## src/rtl/program_counter.sv

```systemverilog
// Program counter with load, increment and a two-state RUN/HALTED FSM.
// Define PROGRAM_COUNTER_OVF_EN to add the sticky OVF wrap flag output.
module program_counter #(
  parameter int               WIDTH     = 16,
  parameter logic [WIDTH-1:0] RESET_VAL = {WIDTH{1'b0}}
) (
  input  logic             CLK,
  input  logic             RESET_N,
  input  logic [WIDTH-1:0] D,
  input  logic             LOAD,
  input  logic             INC,
  input  logic             HALT,
`ifdef PROGRAM_COUNTER_OVF_EN
  output logic             OVF,
`endif
  output logic [WIDTH-1:0] Q,
  output logic             HALTED
);

  typedef enum logic {
    ST_RUN    = 1'b0,
    ST_HALTED = 1'b1
  } state_t;

  state_t           state_r;
  state_t           state_next_s;
  logic [WIDTH-1:0] q_r;
  logic [WIDTH-1:0] q_next_s;

  // Next-state and next-count selection in LOAD > HALT > INC > hold order.
  always_comb begin
    q_next_s     = q_r;
    state_next_s = state_r;
    if (LOAD) begin
      q_next_s     = D;
      state_next_s = ST_RUN;
    end else if (state_r == ST_RUN) begin
      if (HALT) begin
        state_next_s = ST_HALTED;
      end else if (INC) begin
        q_next_s = q_r + {{(WIDTH-1){1'b0}}, 1'b1};
      end else begin
        q_next_s = q_r;
      end
    end else begin
      // Halted: only LOAD or reset can leave this state.
      state_next_s = ST_HALTED;
    end
  end

  // State and counter registers with synchronous active-low reset.
  always_ff @(posedge CLK) begin
    if (!RESET_N) begin
      state_r <= ST_RUN;
      q_r     <= RESET_VAL;
    end else begin
      state_r <= state_next_s;
      q_r     <= q_next_s;
    end
  end

  assign Q      = q_r;
  assign HALTED = (state_r == ST_HALTED);

`ifdef PROGRAM_COUNTER_OVF_EN
  logic ovf_r;
  logic wrap_s;

  // A wrap happens only on an honoured increment from all-ones.
  assign wrap_s = !LOAD && (state_r == ST_RUN) && !HALT && INC && (&q_r);

  // Sticky wrap flag, cleared by reset or LOAD.
  always_ff @(posedge CLK) begin
    if (!RESET_N) begin
      ovf_r <= 1'b0;
    end else if (LOAD) begin
      ovf_r <= 1'b0;
    end else if (wrap_s) begin
      ovf_r <= 1'b1;
    end else begin
      ovf_r <= ovf_r;
    end
  end

  assign OVF = ovf_r;
`endif

endmodule

```

## config.mk

```make
export PLATFORM = sky130hd
export DESIGN_NAME = program_counter
export DESIGN_NICKNAME = d
export VERILOG_FILES = /design/src/rtl/program_counter.sv
export SDC_FILE = /design/constraint.sdc
export NUM_CORES = 1
export LEC_CHECK = 0
export CORE_MARGIN = 2
export CORE_UTILIZATION = 37
export DETAILED_ROUTE_END_ITERATION = 8
export HOLD_SLACK_MARGIN = 0.05
export PLACE_DENSITY = 0.7
export SLEW_MARGIN = 20
export SYNTH_ARGS = -nofsm -noshare
export SYNTH_HDL_FRONTEND = slang
export SYNTH_SLANG_ARGS = --single-unit
```

## constraint.sdc

```tcl
create_clock -name CLK -period 1.71 [get_ports CLK]
set_input_delay 0.2565 -clock CLK [delete_from_list [all_inputs] [get_ports CLK]]
set_output_delay 0.2565 -clock CLK [all_outputs]
set_load 0.05 [all_outputs]
```

### Yosys cells after proc, flatten, opt, wreduce, memory -nomap -nowiden

Cells that the tools add are included.

* reduce and logical (&&, ||, !) cells: 3
* equality and inequality tests: 2
* bitwise operators: 1
* add/sub/neg operators: 1
* mux-type cells: 6

Operators by type and width (number)
* 16-bit two-way mux: 4
* 16-bit by 1-bit adder with 16-bit output, second input constant: 1
* 2-bit != test, second input constant: 2
* 3-bit AND reduction: 1
* 1-bit two-way mux: 2
* 2-bit nonzero test: 1
* 2-bit OR reduction: 1
* 1-bit NOT: 1

* input bits: 21
* word-level logic and storage cells: 15
* register bits after elaboration: 17
* output and inout port bits: 17

### Depth between registers and ports, before layout

* word-level depth: 5
* mapped depth: 5
* mapped depth without buffers: 5

### Worst setup path before layout

Ideal clock, no wire load.

* path type: register to register
* start: register q_r[0] (netlist: Q[0])
* end: register q_r[14] (netlist: Q[14])
* setup slack: -0.362 ns
* buffers on the path: 0
* setup time: 0.074 ns
* clock period less this slack: 2.072 ns
* cell stages (with the launch flop): 6
* data required time: 1.636 ns
* arrival: 1.997 ns
* cell sequence: dfxtp_1 ha_1 nand3_1 or2_4 or4_1 a31oi_1

* word-level cells in the longest chain between the ends: 5

RTL lines
* from (decl): line 27 `logic [WIDTH-1:0] q_r;`
* from (signal assigned): line 58 `q_r <= q_next_s;`
* 16-bit by 1-bit adder with 16-bit output: line 41 `q_next_s = q_r + {{(WIDTH-1){1'b0}}, 1'b1};`
* 16-bit two-way mux: line 40 `end else if (INC) begin`
* 16-bit two-way mux: line 38 `if (HALT) begin`
* 16-bit two-way mux: line 37 `end else if (state_r == ST_RUN) begin`
* 16-bit two-way mux: line 34 `if (LOAD) begin`

Every way passes these cells. The select of a mux whose other input is x is not followed.
A chain may end at the register's enable or synchronous reset.

### Worst setup path in the final report

* start: input port HALT
* end: register q_r[14] (netlist: Q[14])

* word-level cells in the longest chain between the ends: 2

RTL lines
* from (decl): line 12 `input logic HALT,`
* 2-bit != test (no source line)
* 3-bit AND reduction (no source line)

Every way passes these cells.

==> impl_metrics.yaml <==
outcome:
  status: "completed"
hold_path:
  hold_class: "reg2reg"
die:
  ios: 38
  die_h_microns: 53.5
  start_util: 0.402
  die_width_microns: 53.5
  num_rows: 17
  dieArea_sq_um: 2860
  core_area_sq_um: 2250
global_route:
  grt_pass1_vias: 863
  grt_pass1_wl_microns: 3680
  antenna_found_initial: 0
  grtUsageTotal: 0.177
  grt_max_degree: 26
  gr-total-overflow: 0
synth:
  ys_types: 34
  syn_nets: 129
  synth_warnings: 0
  ys_ff_latch: 17
  async_flop_share: 0
  ys.flop_type: "dfxtp_1"
  synth-edff-count: 0
  synth.avg_cell_area_sq_um: 8.47
  syn-instance-count: 107
  ys_seq_area_frac: 0.376
  synth_area_sq_um: 906
clocking:
  cts_hold_buf: 0
  cts-root-buf: "clkbuf_4"
  cts_max_path_buffers: 2
  clock_sinks: 17
  path_clk_slew_ps: 100
  htree_levels: 1
  cts_made_buffers: 3
  cts_tree: "done"
  clkLatencyLatePin_ps: 290
power_and_ir_drop:
  peakVddDrop_mv: 0.434
  p_sw_frac: 0.336
  clkPwrFrac: 0.229
  p_leak_nw: 0.559
  combPwrFrac: 0.294
  power.density_nw_per_um2: 678
  netSwitchingPower_mw: 0.322
  seqPwrFrac: 0.477
  internal_power_mw: 0.637
routing:
  drc: 0
  num_vias: 954
  wl_per_cell_microns: 12.7
  viasPerCell: 5.21
  firstDrtPassIters: 4
  routed_wl_microns: 2320
  ant_nets: 0
  drt_iter0_drc: 23
timing:
  max_freq_mhz: 596
  maxSlewHeadroom: 0.641
  period_share: 0.981
  setup_viol: 0
  hold_viol: 0
  fin_skew_ps: 6.64
  final.min_clock_period_ps: 1680
  slew_violations: 0
  rsz0062_at_grt: "yes"
  worstMarginPinSlew_ps: 537
finish:
  final_cell_mix: "buf_4 (28), clkdlybuf4s50_1 (19), o21ai_0 (15), xnor2_1 (9), a21oi_1 (9)"
  design_area_sq_um: 1420
  final_common_cell: "buf_4"
  n_antenna_cell: 0
  areaGrowthSynthToFinish_pct: 56.2
  fill_cells: 227
  final_nets: 178
  drive_above_1_share: 0.335
  final_util: 0.628
  stdcell_count: 183
place:
  hpwl_microns: 1720
  io_buffer_count: 37
  gp_congestion: 0.782
  dp_cells: 178
  dpl_cell_area_sq_um: 1360
setup_path:
  worstPathArrival_ps: 1900
  worstSetupPathType: "in2reg"
  cp.required_ps: 1930
  critPathLaunchType: "input port"
  critPathMaxFanout: 5
  critical_path.endpoint_type: "flip-flop"
flow_run:
  cap_violations: 0
-- state kept, by name (all words and copies together), names as in the netlist --
| name | flops |
|---|---|
| HALTED | 1 |
| Q | 16 |
-- metrics by stage --
| stage | worst slack (ps) | TNS [ps] | power [mW] | hold WS, ps |
|---|---|---|---|---|
| 2_1_floorplan | -47.9 | -92.5 | 0.628 | 385 |
| 3_3_place_gp | -286 | -2920 | 0.739 | 504 |
| 3_5_place_dp | -356 | -3180 | 0.745 | 511 |
| 4_1_cts | 1.17 | 0 | 0.967 | 538 |
| 5_1_grt | -29.8 | -50.3 | 1.01 | 575 |
| 6_report | 32.0 | 0 | 0.959 | 532 |
-- power by group through the flow --
stage / sequential (mW) / combinational [mW] / clock [mW]
6_report: 0.457 / 0.282 / 0.220
5_1_grt: 0.463 / 0.303 / 0.247
4_1_cts: 0.457 / 0.281 / 0.229
3_5_place_dp: 0.465 / 0.279 / 0
3_3_place_gp: 0.464 / 0.276 / 0
2_1_floorplan: 0.556 / 0.0718 / 0
-- cell type report --
class	instances	area, sq um	area share
repair buffers	49	424	0.300
well taps	28	35.0	0.0248
inverters	6	22.5	0.0159
clock buffers	4	26.3	0.0186
multi-input cells	79	537	0.379
flip-flops and latches	17	370	0.262
-- synthesized netlist by cell type, drive strengths merged, types with 3 or more instances --
cell type	n	area share
nand3	4	0.022
nor4	4	0.035
a31oi	3	0.021
nor3	3	0.017
inv	6	0.025
xnor2	9	0.087
a21oi	9	0.050
clkbuf	3	0.012
dfxtp	17	0.38
o21ai	15	0.083
nand2	4	0.017
nand4	5	0.035
-- worst paths after layout --
check,startpoint,end,slack [ps],cells after the start
worst max-delay path,HALT,Q[14]$_SDFFE_PN0P_,30,5
worst min-delay path,Q[14]$_SDFFE_PN0P_,Q[14]$_SDFFE_PN0P_,530,2
worst max register to register,HALTED$_SDFF_PP0_,Q[14]$_SDFFE_PN0P_,50,4
worst min register to register,Q[14]$_SDFFE_PN0P_,Q[14]$_SDFFE_PN0P_,530,2
-- per-layer routing --
layer | track usage | vias to the layer above | part of all wire
met3 | 0.0282 | 2 | 0.060
met4 | 0.0769 | 0 | 0.0073
met5 | 0 | - | 0
met1 | 0.231 | 427 | 0.47
li1 | - | 488 | -
met2 | 0.284 | 37 | 0.46
-- critical path, stage by stage --
cell             delay (ps)
clkdlybuf4s50_1         430
or3b_4                  430
or2_4                   260
or4_1                   400
a31oi_1                 130
-- logic make-up after synthesis --
| kind of cell | count (synthesis) | synth area share |
|---|---|---|
| simple gates | 33 | 0.227 |
| xor+xnor | 11 | 0.106 |
| mux | 1 | 0.0111 |
| compound gates | 33 | 0.213 |
| flops | 17 | 0.376 |
| buf+inv | 11 | 0.0539 |
| fa+ha+maj | 1 | 0.0138 |
-- repair_timing --
item	in CTS	in global routing
setup buffers	0	1
hold endpoints to repair	0	0
gates resized for setup	1	4
pin swaps	1	3
endpoints found under the setup margin	3	7
(Power assumes the default switching activity.)
==> edit, RTL diff (same settings) <==
Build with the macro `PROGRAM_COUNTER_OVF_EN` defined.
--- a/src/rtl/program_counter.sv
+++ b/src/rtl/program_counter.sv
@@ -1,5 +1,7 @@
 // Program counter with load, increment and a two-state RUN/HALTED FSM.
 // Define PROGRAM_COUNTER_OVF_EN to add the sticky OVF wrap flag output.
+`define PROGRAM_COUNTER_OVF_EN
+
 module program_counter #(
   parameter int               WIDTH     = 16,
   parameter logic [WIDTH-1:0] RESET_VAL = {WIDTH{1'b0}}
Behaviour (old outputs only; new: OVF): unchanged (Yosys induction, for registers that start in step).
==> edit against the original RTL <==
The run now ends with negative setup slack left. Largest cell class unchanged. Count of clock-buffer cells in the layout did not move. Highest routed layer unchanged. Final area rose by 2.3%. Critical path depth fell by 1. Sequential cell count rose by 1. Total power rose by 6.5%. Routed wire length rose by 5.0%. Register-to-register slack got worse by 170 ps. Synthesized area rose by 0.69%. Worst setup slack got worse by 150 ps. Sequential share of layout area fell by 0.070 points. Sequential power rose by 4%. Synthesized cell count rose by 4.7%. Combinational power rose by 1%.
==> edit: results (changes against the original RTL) <==
Placement
  – Routability cong.: 0.773 (was 0.782)
  – DPL Wire Length: 1850 µm (was 1720 µm)
  – Setup WS pre-CTS: -567 ps (was -356 ps)
  – Port Buffer Count: 38 (was 37)

Route
  – WL per Instance: 12.6 µm (was 12.7 µm)
  – Detailed router's first-iteration violation count: 17 (was 23)
  – Final wirelength: 2440 µm (was 2320 µm)
  – Vias per cell: 5.16 (was 5.21)
  – M1 WL: 1110 µm (was 1090 µm)
  – Met2 wire len: 1150 µm (was 1080 µm)

Worst setup path
  – Worst EP arrival: 2060 ps (was 1900 ps)
  – Worst R2R End: Q[15] (was Q[14])

Min path
  – Hold_sp: OVF (was Q[14])
  – Hold Path Stages: 2 (unchanged)
  – Worst Hold Path EP: OVF (was Q[14])

Logic synthesis
  – Post-synthesis sequential area ratio: 0.395 (was 0.376)
  – Synth cell count leaders: o21ai_0 (22), dfxtp_1 (18), a21oi_1 (8), nand2_1 (8), or3_1 (7) (was dfxtp_1 (17), o21ai_0 (15), a21oi_1 (9), xnor2_1 (9), inv_1 (6))
  – Synth unique cells: 24 (was 34)
  – Avg Cell Area, Syn: 8.14 µm² (was 8.47 µm²)
  – Post-Syn Nets: 134 (was 129)

Timing
  – Slew of the pin with the lowest slew margin: 481 ps (was 537 ps)
  – Setup ws final: -120 ps (was 32.0 ps)
  – Hold WS: 457 ps (was 532 ps)
  – Setup-failing EPs final: 3 (was 0)
  – Clock Skew: 1.44 ps (was 6.64 ps)
  – TNS Setup: -346 ps (was 0 ps)

GRT
  – Pin count of the biggest net entering global routing: 28 (was 26)

Status
  – Violated checks: negative setup slack
  – Outcome: complete, but fails checks (was finished clean)

Finish
  – Fill cells: 205 (was 227)
  – Share of cells above drive strength 1: 0.291 (was 0.335)

Power and ir drop
  – Net Sw Power: 0.323 mW (was 0.322 mW)
  – Worst VDD drop: 0.401 mV (was 0.434 mV)
  – Leakage power: 0.556 nW (was 0.559 nW)
edit: logic make-up after synthesis:
family,count (synthesis),synth area share
AO/OA/AOI/OAI,36,0.206
adder cells (fa/ha/maj),1,0.0137
flip-flops,18,0.395
buffers and inverters,7,0.0288
AND/OR/NAND/NOR,40,0.259
XOR/XNOR,9,0.0864
multiplexers,1,0.0110
edit: area by class of cell:
type	count	area, µm²	share of cell area
Multi-Input combinational cell	87	529	0.366
Clock buffer	4	36.3	0.0251
Inverter	4	15.0	0.0104
Timing Repair Buffer	52	454	0.314
Sequential cell	18	378	0.261
Tap cell	28	35.0	0.0242
edit: critical path, cell delays in order (launching register included):
cell     delay (ps)
dfxtp_4         360
or3b_4          390
or4_4           570
or3_1           330
a31oi_1         120
edit: worst max-delay path by stage:
stage	endpoint	from	slack, ps
3_5_place_dp	Q[15]	INC	-570
2_1_floorplan	Q[13]	HALTED	-160
4_1_cts	Q[11]	HALTED	-140
6_report	Q[15]	HALTED	-120
5_1_grt	Q[13]	HALTED	-200
3_3_place_gp	Q[11]	INC	-510
edit: repair_timing:
item / CTS / global route
endpoints found under the setup margin: 3 / 7
buffers inserted: 0 / 1
hold buffers: 0 / 0
gates resized for setup: 2 / 2
pin swaps: 4 / 8
edit: layer usage:
| layer | track usage | vias up |
|---|---|---|
| met4 | 0.103 | 0 |
| li1 | - | 518 |
| met2 | 0.329 | 30 |
| met5 | 0 | - |
| met3 | 0.0417 | 2 |
| met1 | 0.219 | 445 |
edit: power groups by stage:
stage               combinational, mW  clock [mW]  sequential (mW)
floorplan                      0.0602           0            0.578
global placement                0.285           0            0.482
detailed placement              0.289           0            0.484
CTS                             0.288       0.269            0.474
global route                    0.306       0.281            0.480
finish                          0.286       0.261            0.475
